**src/rtl/polar_pkg.sv**
```systemverilog
// Shared types and constants for the polar frame packer.
// A frame is HEADER, r, theta, and a checksum byte.
package polar_pkg;

    typedef enum logic [2:0] {
        ST_IDLE,
        ST_HDR,
        ST_BR,
        ST_BT,
        ST_CHK
    } state_t;

    localparam int         FRAME_LEN      = 4;
    localparam logic [7:0] DEFAULT_HEADER = 8'hA5;

    function automatic logic [7:0] frame_checksum(input logic [7:0] header,
                                                  input logic [7:0] r,
                                                  input logic [7:0] theta);
        return header ^ r ^ theta;
    endfunction

endpackage

```
**src/rtl/polar_fifo.sv**
```systemverilog
// Synchronous FIFO with a combinational head read; push while full and
// pop while empty are silently ignored.
module polar_fifo #(
    parameter int WIDTH = 16,
    parameter int DEPTH = 4
) (
    input  logic                     clk,
    input  logic                     rst,
    input  logic                     push,
    input  logic [WIDTH-1:0]         wdata,
    input  logic                     pop,
    output logic [WIDTH-1:0]         rdata,
    output logic [$clog2(DEPTH):0]   count,
    output logic                     full,
    output logic                     empty
);

    localparam int AW = $clog2(DEPTH);
    localparam logic [AW:0] ONE = 1;
    localparam logic [AW:0] DEPTH_CNT = DEPTH;

    logic [WIDTH-1:0] mem [DEPTH];
    logic [AW-1:0]    wr_ptr;
    logic [AW-1:0]    rd_ptr;
    logic             do_push;
    logic             do_pop;

    assign full    = (count == DEPTH_CNT);
    assign empty   = (count == '0);
    assign do_push = push && !full;
    assign do_pop  = pop && !empty;
    assign rdata   = mem[rd_ptr];

    // Storage needs no reset; pointers wrap naturally since DEPTH is a power of two.
    always_ff @(posedge clk) begin
        if (do_push) begin
            mem[wr_ptr] <= wdata;
        end
    end

    always_ff @(posedge clk or posedge rst) begin
        if (rst) begin
            wr_ptr <= '0;
            rd_ptr <= '0;
            count  <= '0;
        end else begin
            if (do_push) begin
                wr_ptr <= wr_ptr + 1'b1;
            end
            if (do_pop) begin
                rd_ptr <= rd_ptr + 1'b1;
            end
            case ({do_push, do_pop})
                2'b10:   count <= count + ONE;
                2'b01:   count <= count - ONE;
                default: count <= count;
            endcase
        end
    end

endmodule

```
**src/rtl/polar_frame_packer.sv**
```systemverilog
// Buffers (r, theta) pairs and serialises each into a 4-byte frame:
// HEADER, r, theta, HEADER^r^theta, with out_last on the checksum byte.
module polar_frame_packer
    import polar_pkg::*;
#(
    parameter int         FIFO_DEPTH = 4,
    parameter logic [7:0] HEADER     = DEFAULT_HEADER
) (
    input  logic                          clk,
    input  logic                          rst,
    input  logic                          in_valid,
    output logic                          in_ready,
    input  logic [7:0]                    in_r,
    input  logic [7:0]                    in_theta,
    output logic                          out_valid,
    input  logic                          out_ready,
    output logic [7:0]                    out_data,
    output logic                          out_last,
    output logic [$clog2(FIFO_DEPTH):0]   fifo_count,
    output logic [7:0]                    frame_count
);

    state_t      state;
    state_t      next_state;
    logic        pop;
    logic        fifo_full;
    logic        fifo_empty;
    logic [15:0] head;
    logic [7:0]  hold_r;
    logic [7:0]  hold_theta;

    assign in_ready = !fifo_full;

    polar_fifo #(
        .WIDTH (16),
        .DEPTH (FIFO_DEPTH)
    ) u_fifo (
        .clk   (clk),
        .rst   (rst),
        .push  (in_valid),
        .wdata ({in_r, in_theta}),
        .pop   (pop),
        .rdata (head),
        .count (fifo_count),
        .full  (fifo_full),
        .empty (fifo_empty)
    );

    always_comb begin
        next_state = state;
        pop        = 1'b0;
        out_valid  = 1'b1;
        out_data   = 8'h00;
        out_last   = 1'b0;
        unique case (state)
            ST_IDLE: begin
                out_valid = 1'b0;
                if (!fifo_empty) begin
                    pop        = 1'b1;
                    next_state = ST_HDR;
                end
            end
            ST_HDR: begin
                out_data = HEADER;
                if (out_ready) next_state = ST_BR;
            end
            ST_BR: begin
                out_data = hold_r;
                if (out_ready) next_state = ST_BT;
            end
            ST_BT: begin
                out_data = hold_theta;
                if (out_ready) next_state = ST_CHK;
            end
            ST_CHK: begin
                out_data = frame_checksum(HEADER, hold_r, hold_theta);
                out_last = 1'b1;
                // Chain straight into the next frame when one is waiting.
                if (out_ready) begin
                    if (!fifo_empty) begin
                        pop        = 1'b1;
                        next_state = ST_HDR;
                    end else begin
                        next_state = ST_IDLE;
                    end
                end
            end
            default: next_state = ST_IDLE;
        endcase
    end

    always_ff @(posedge clk or posedge rst) begin
        if (rst) begin
            state       <= ST_IDLE;
            hold_r      <= 8'h00;
            hold_theta  <= 8'h00;
            frame_count <= 8'h00;
        end else begin
            state <= next_state;
            if (pop) begin
                hold_r     <= head[15:8];
                hold_theta <= head[7:0];
            end
            if (state == ST_CHK && out_ready) begin
                frame_count <= frame_count + 8'd1;
            end
        end
    end

endmodule

```
**config.mk**
```make
export PLATFORM = sky130hd
export DESIGN_NAME = polar_frame_packer
export DESIGN_NICKNAME = d
export VERILOG_FILES = /design/src/rtl/polar_pkg.sv /design/src/rtl/polar_fifo.sv /design/src/rtl/polar_frame_packer.sv
export SDC_FILE = /design/constraint.sdc
export NUM_CORES = 1
export LEC_CHECK = 0
export CORE_AREA = 8 8 141 117
export DETAILED_ROUTE_END_ITERATION = 10
export DIE_AREA = 0 0 149 125
export GPL_TIMING_DRIVEN = 0
export PLACE_DENSITY = 0.58
export SETUP_SLACK_MARGIN = 0.3
export SLEW_MARGIN = 25
export SYNTH_ARGS = -nofsm -noshare
export SYNTH_HDL_FRONTEND = slang
export SYNTH_SLANG_ARGS = --single-unit
```
**constraint.sdc**
```tcl
create_clock -name clk -period 2.02 [get_ports clk]
set_clock_uncertainty 0.05 [all_clocks]
set_input_delay 0.404 -clock clk [delete_from_list [all_inputs] [get_ports clk]]
set_output_delay 0.404 -clock clk [all_outputs]
set_load 0.01 [all_outputs]
```
==> run summary, run 1 <==
status -> finished, violations left
failing checks -> setup timing
Period minus WS final -> 2.099 ns
total number of vias -> 2421
CP cell instances -> or3b_4 -> and2_4 -> inv_4 -> ha_4 -> inv_2 -> fa_2 -> xor2_1 -> nor2_1 -> xor2_1
Final #Nets -> 360
vias in the first global route -> 2569
worst hold path stage count -> 1
synth unique cells -> 37
first-pass GRT wire length -> 14.05 mm
area growth from synthesis to layout -> 36.95%
worst hold slack -> 0.4131 ns
startpoint types -> flop
# diodes -> 0
layout cell share with drive strength beyond 1 -> 43.49%
RSZ-0062 raised after global routing -> yes
final hold vios -> 0
port bufs -> 41
starting density of the core -> 28.83%
crit path max-delay cell type -> or3b_4
top-area cell type share of the netlist area -> 46.25%
final instance area -> 5690 sq um
main combinational cell family by area after synthesis -> multiplexers
ys flop type -> edfxtp_1
static leakage -> 2.238 nW
CTS tree -> yes
Slew Viols, Final -> 0
syn_nets -> 272
synthesis warning total -> 0
Post-synth ARST share -> 34.69%
Initial DRT Pass Iterations -> 4
initial antenna violation count -> 0
worst min path class -> reg2reg
CP endpoint kind -> flop
post-DP HPWL -> 5.600 mm
CTS sink cnt -> 98
Adder-Cell Fraction of Synth Area -> 2.288%
final period utilization -> 103.9%
Critical Setup Path Class -> reg2reg
simple-gate share of the synthesized area -> 5.992%
Hold Buf Count CTS -> 0
Die Y-Extent -> 125 microns
die area -> 18630 sq um
largest cells by area after synthesis -> edfxtp_1, dfrtp_1, mux4_1
HP Start -> frame_count[7]$_DFFE_PP0P_
DP Area -> 4833 sq um
maximum clock frequency -> 476.3 MHz
Synth Register Bits -> 98
Reg2Reg Launch Point -> u_fifo.count[1]$_DFFE_PP0P_
Setup WS post-layout -> -0.07943 ns
total track usage -> 9.979%
Fill cells -> 1319
Avg Synthesized Cell Area -> 16.96 sq um
largest net degree at the start of global routing -> 35
die width -> 149 microns
Hold Path End -> frame_count[7]$_DFFE_PP0P_
leading area contributor after synthesis -> edfxtp_1
max_slew headroom -> 51.71%
P per Cell Area -> 1549 nW/um^2
Routed Antenna Nets -> 0
reg2reg setup slack -> -0.08 ns
reg2reg end -> u_fifo.count[2]$_DFFE_PP0P_
Worst Tran Pin Value -> 0.7234 ns
worst path bufs/invs -> 2
multiplexer share of the synthesized area -> 14.51%
most used cell, CP -> xor2_1
row count -> 40
most instantiated library cell after synthesis -> edfxtp_1
Post-route DRC -> 0
most instantiated cells after synthesis -> edfxtp_1, dfrtp_1, mux2_2
clock buffer count from CTS -> 9
Top delay family on crit path -> simple AND/OR/NAND/NOR gates
worst skew pair latency -> 0.34 ns
routed wire length -> 9.040 mm
clk buf depth -> 2
cells after synthesis -> 245
WP data required -> 2.23 ns
Ports -> 42
xor and xnor area share after synthesis -> 4.637%
sequential fraction of the synthesis area -> 66.73%
RD Place Congestion -> 0.7464
CP arrival -> 2.31 ns
Vias/cell -> 4.594
CP peak stage delay -> 0.43 ns
Remaining Overflow, GRT -> 0
Netlist Area Pre-Place -> 4155 sq um
CP Depth -> 9
Synth Area in Compound Gates -> 3.613%
Max FO, Critical Path -> 3
FF-to-FF path depth -> 9
Setup violations, final -> 3
Avg WL per Cell -> 17.15 microns
starting DRC count in detailed routing -> 83
maxcap violations -> 0
EDFF count, synth -> 64
Core ar. -> 14410 sq um
Root Buffer -> clkbuf_16
H-Tree Depth -> 3
Worst VDD drop -> 0.7132 mV
final total power -> 0.008815 W
CTS clk-pin slew, worst paths -> 0.06 ns
[stage by stage]
stage          cells  utilization [%]  worst slack [ns]   TNS, ns
2_1_floorplan    245                -          -0.07265  -0.09260
3_3_place_gp     475            33.53           -0.6950    -19.52
3_5_place_dp     475            33.53           -0.7201    -18.82
4_1_cts          517            37.98          -0.06608   -0.1092
5_1_grt          527            39.48           -0.1536   -0.4770
6_report         527            39.48          -0.07943   -0.1054
[where the power goes]
group | leakage [nW] | switching, W | internal, W
Combinational | 1.12 | 0.00184 | 0.00235
Clock | 0.121 | 0.000696 | 0.000829
Sequential | 0.999 | 0.000357 | 0.00274
Total | 2.24 | 0.00290 | 0.00592
[worst max path at each step]
stage / startpoint / to / slack, ns
3_3_place_gp: out_ready / u_fifo.count[2]$_DFFE_PP0P_ / -0.70
6_report: u_fifo.count[1]$_DFFE_PP0P_ / u_fifo.count[2]$_DFFE_PP0P_ / -0.08
4_1_cts: u_fifo.count[0]$_DFFE_PP0P_ / u_fifo.count[2]$_DFFE_PP0P_ / -0.07
5_1_grt: u_fifo.count[0]$_DFFE_PP0P_ / u_fifo.count[2]$_DFFE_PP0P_ / -0.15
2_1_floorplan: u_fifo.count[1]$_DFFE_PP0P_ / u_fifo.count[2]$_DFFE_PP0P_ / -0.07
3_5_place_dp: out_ready / u_fifo.count[2]$_DFFE_PP0P_ / -0.72
[cells by family after synthesis]
family | after synthesis
DFF | 98
and+or+nand+nor | 41
adders and majority gates | 7
buffers and inverters | 18
AOI/OAI and AO/OA | 24
muxes | 35
xor gates and xnor gates | 22
[timing repair]
action                                  4_1_cts  5_1_grt
gates cloned                                  0        1
buffers inserted                             26        9
endpoints found under the setup margin       97       93
gates resized for setup                     121       31
pin swaps                                    18       16
[cell usage in the layout, fill, tap and decap left out, types with 3 or more instances in the layout]
cell,n
a21oi_2,3
a22oi_2,7
and3_2,4
buf_12,3
buf_2,7
buf_4,26
buf_6,14
clkbuf_16,11
clkdlybuf4s50_1,19
dfrtp_1,31
dfrtp_2,3
dlygate4sd2_1,7
dlymetal6s2s_1,3
edfxtp_1,64
ha_1,5
inv_1,5
mux2_2,12
mux2_4,6
mux4_1,8
mux4_2,8
nand2_1,8
nand2_2,4
nand4_1,3
nor2b_4,6
o21ai_2,4
xnor2_1,12
xor2_1,10
[final cells by class]
type                    instances  area [sq um]  share of cell area, %
multi-input cells             129          1534                  26.96
flip-flops and latches         98          2776                  48.79
well taps                     189         236.5                  4.156
repair buffers                 77         711.9                  12.51
inverters                       9         38.79                 0.6816
plain buffers                   9         128.9                  2.265
clock buffers                  11         232.7                  4.090
clock inverters                 5         31.28                 0.5497
[registers in the layout, indices dropped and copies added, names as in the netlist]
signal,cells
frame_count,8
hold_r,8
hold_theta,8
state,3
u_fifo.count,3
u_fifo.mem,64
u_fifo.rd_ptr,2
u_fifo.wr_ptr,2
[metal layers]
| metal | up-vias | wire length [microns] | GRT usage [%] |
|---|---|---|---|
| met4 | 0 | 237 | 4.386 |
| met1 | 1226 | 3860 | 11.64 |
| met5 | - | 0 | 0 |
| li1 | 1113 | - | - |
| met2 | 66 | 4395 | 16.10 |
| met3 | 16 | 547 | 3.713 |
No activity file was read; power rests on OpenSTA's default activity.
==> run 2, diff against run 1 <==
- CORE_AREA: 8 8 141 117 -> 8 8 111 93
- DIE_AREA: 0 0 149 125 -> 0 0 119 101
- PLACE_DENSITY: 0.58 -> 0.82
- REMOVE_ABC_BUFFERS: not set -> 1
==> run 2 against run 1 <==
Compared with the run above: the run still ends with setup timing left; first-iteration DRC count increased by 75%; sequential share of layout area increased by 0.36 points; critical path depth decreased by 3; count of clock-buffer cells in the layout decreased by 2; non-clock buffer count increased by 8; wire length increased by 12%; fmax decreased by 0.60%; design area decreased by 0.55%; critical path type is now reg2out; critical endpoint is now out_data[6].
==> run summary, run 2 (synthesis gave the netlist of run 1 again) <==
status -> finished, violations left
failing checks -> setup timing
# diodes -> 0 (unchanged)
CP arrival -> 1.66 ns (-0.65 ns)
H-Tree Depth -> 3 (unchanged)
CP endpoint kind -> output pin
Period minus WS final -> 2.112 ns (+0.01270 ns)
Die Y-Extent -> 101 microns (-19%)
starting DRC count in detailed routing -> 145 (+75%)
Remaining Overflow, GRT -> 0 (unchanged)
Routed Antenna Nets -> 0 (unchanged)
Fill cells -> 592 (-55%)
port bufs -> 41 (unchanged)
Hold Buf Count CTS -> 0 (unchanged)
startpoint types -> flop
final instance area -> 5659 sq um (-0.55%)
reg2reg setup slack -> -0.02 ns (+0.06 ns)
Critical Setup Path Class -> reg2out
Post-route DRC -> 0 (unchanged)
first-pass GRT wire length -> 14.29 mm (+1.7%)
Initial DRT Pass Iterations -> 4 (unchanged)
layout cell share with drive strength beyond 1 -> 45.43% (+1.9 points)
RSZ-0062 raised after global routing -> yes
Reg2Reg Launch Point -> u_fifo.count[0]$_DFFE_PP0P_
area of the multi-input gates -> 1615 sq um (+5.3%)
Sequential Area -> 2781 sq um (+0.18%)
CTS clk-pin slew, worst paths -> 0.10 ns (+0.04 ns)
Worst Tran Pin Value -> 0.7184 ns (-0.004988 ns)
maxcap violations -> 0 (unchanged)
Core ar. -> 8650 sq um (-40%)
area growth from synthesis to layout -> 36.19%
Final #Nets -> 372 (+3.3%)
final hold vios -> 0 (unchanged)
starting density of the core -> 48.04% (+19 points)
Slew Viols, Final -> 0 (unchanged)
Worst VDD drop -> 0.7164 mV (+0.45%)
WP data required -> 1.57 ns (-0.66 ns)
row count -> 31 (-23%)
clk buf depth -> 2 (unchanged)
Worst setup startpoint -> state[1]$_DFFE_PP0P_
final period utilization -> 104.6% (+0.63 points)
Root Buffer -> clkbuf_8
P per Cell Area -> 1560 nW/um^2 (+0.72%)
Avg WL per Cell -> 21.78 microns (+27%)
total number of vias -> 2549 (+5.3%)
clock buffer count from CTS -> 9 (unchanged)
static leakage -> 2.306 nW (+3.0%)
Setup WS post-layout -> -0.09213 ns (-0.01270 ns)
Max FO, Critical Path -> 6 (+3)
largest net degree at the start of global routing -> 35 (unchanged)
Vias/cell -> 5.482 (+19%)
most frequent cells in the layout -> edfxtp_1, buf_4, dfrtp_1
max_slew headroom -> 52.04% (+0.33 points)
die width -> 119 microns (-20%)
CTS tree -> yes
initial antenna violation count -> 0 (unchanged)
Setup violations, final -> 9 (+6)
post-DP HPWL -> 4.668 mm (-17%)
Ports -> 42 (unchanged)
maximum clock frequency -> 473.5 MHz (-0.60%)
RD Place Congestion -> 0.7620 (+2.1%)
worst min path class -> in2async
routed wire length -> 10.13 mm (+12%)
final total power -> 0.008830 W (+0.17%)
DP Area -> 4651 sq um (-3.8%)
CTS sink cnt -> 98 (unchanged)
total track usage -> 15.85% (+5.9 points)
max reg flops -> 64 (unchanged)
vias in the first global route -> 2655 (+3.3%)
worst skew pair latency -> 0.37 ns (+0.03 ns)
commonest non-fill, non-tap cell in the layout -> edfxtp_1
Top reg by flops -> u_fifo.mem
die area -> 12020 sq um (-35%)
[run 2: cell type report]
cell class                      instances  share of cell area (%)
Sequential cell                        98                   49.15
Multi-Input combinational cell        133                   28.54
Clock buffer                            9                   2.189
Clock inverter                          7                   1.061
Tap cell                              115                   2.543
Inverter                                9                  0.6412
Timing Repair Buffer                   94                   15.87
[run 2: metal layers]
layer  GRT usage, %  wire [microns]  vias up
met5              0               0        -
met4          8.729             282        0
met3          4.311             631       24
met2          27.90            5125       82
met1          17.11            4091     1299
li1               -               -     1144
[run 2: metrics by stage]
stage / setup WS [ns] / hold WS (ns) / util (%) / std cells / TNS, ns
global placement: -0.8548 / 0.4050 / 53.77 / 392 / -15.41
global route: -0.1535 / 0.4406 / 65.43 / 465 / -1.151
floorplan: -0.2240 / 0.4529 / - / 236 / -0.3006
CTS: -0.06768 / 0.4258 / 62.16 / 452 / -0.1660
finish: -0.09213 / 0.4126 / 65.43 / 465 / -0.5232
detailed placement: -0.9379 / 0.4137 / 53.77 / 392 / -18.94
[run 2: what timing repair did]
item                       4_1_cts  5_1_grt
setup endpoints to repair      106       97
pin swaps                       14       24
gates cloned                     2        4
setup buffers                   42        9
resized for setup              124       43
[run 2: final timing paths]
| check | cells past startpoint | end |
|---|---|---|
| max in group asynchronous | 2 | u_fifo.rd_ptr[0]$_DFFE_PP0P_ |
| max | 6 | out_data[6] |
| min in group clk | 1 | frame_count[7]$_DFFE_PP0P_ |
| min | 2 | frame_count[7]$_DFFE_PP0P_ |
| min reg2reg | 1 | frame_count[7]$_DFFE_PP0P_ |
| max reg2reg | 9 | u_fifo.count[2]$_DFFE_PP0P_ |
[run 2: worst max-delay path, stage by stage (launching register included)]
cell and delay, ns:
dfrtp_2 0.48, buf_4 0.16, and3b_2 0.24, buf_6 0.13, nand2_1 0.05, o21ai_1 0.08, buf_2 0.15
[run 2: power breakdown]
group / switching (W) / internal, W
Clock: 0.000727 / 0.000471
Combinational: 0.00189 / 0.00251
Sequential: 0.000484 / 0.00274
Total: 0.00310 / 0.00573
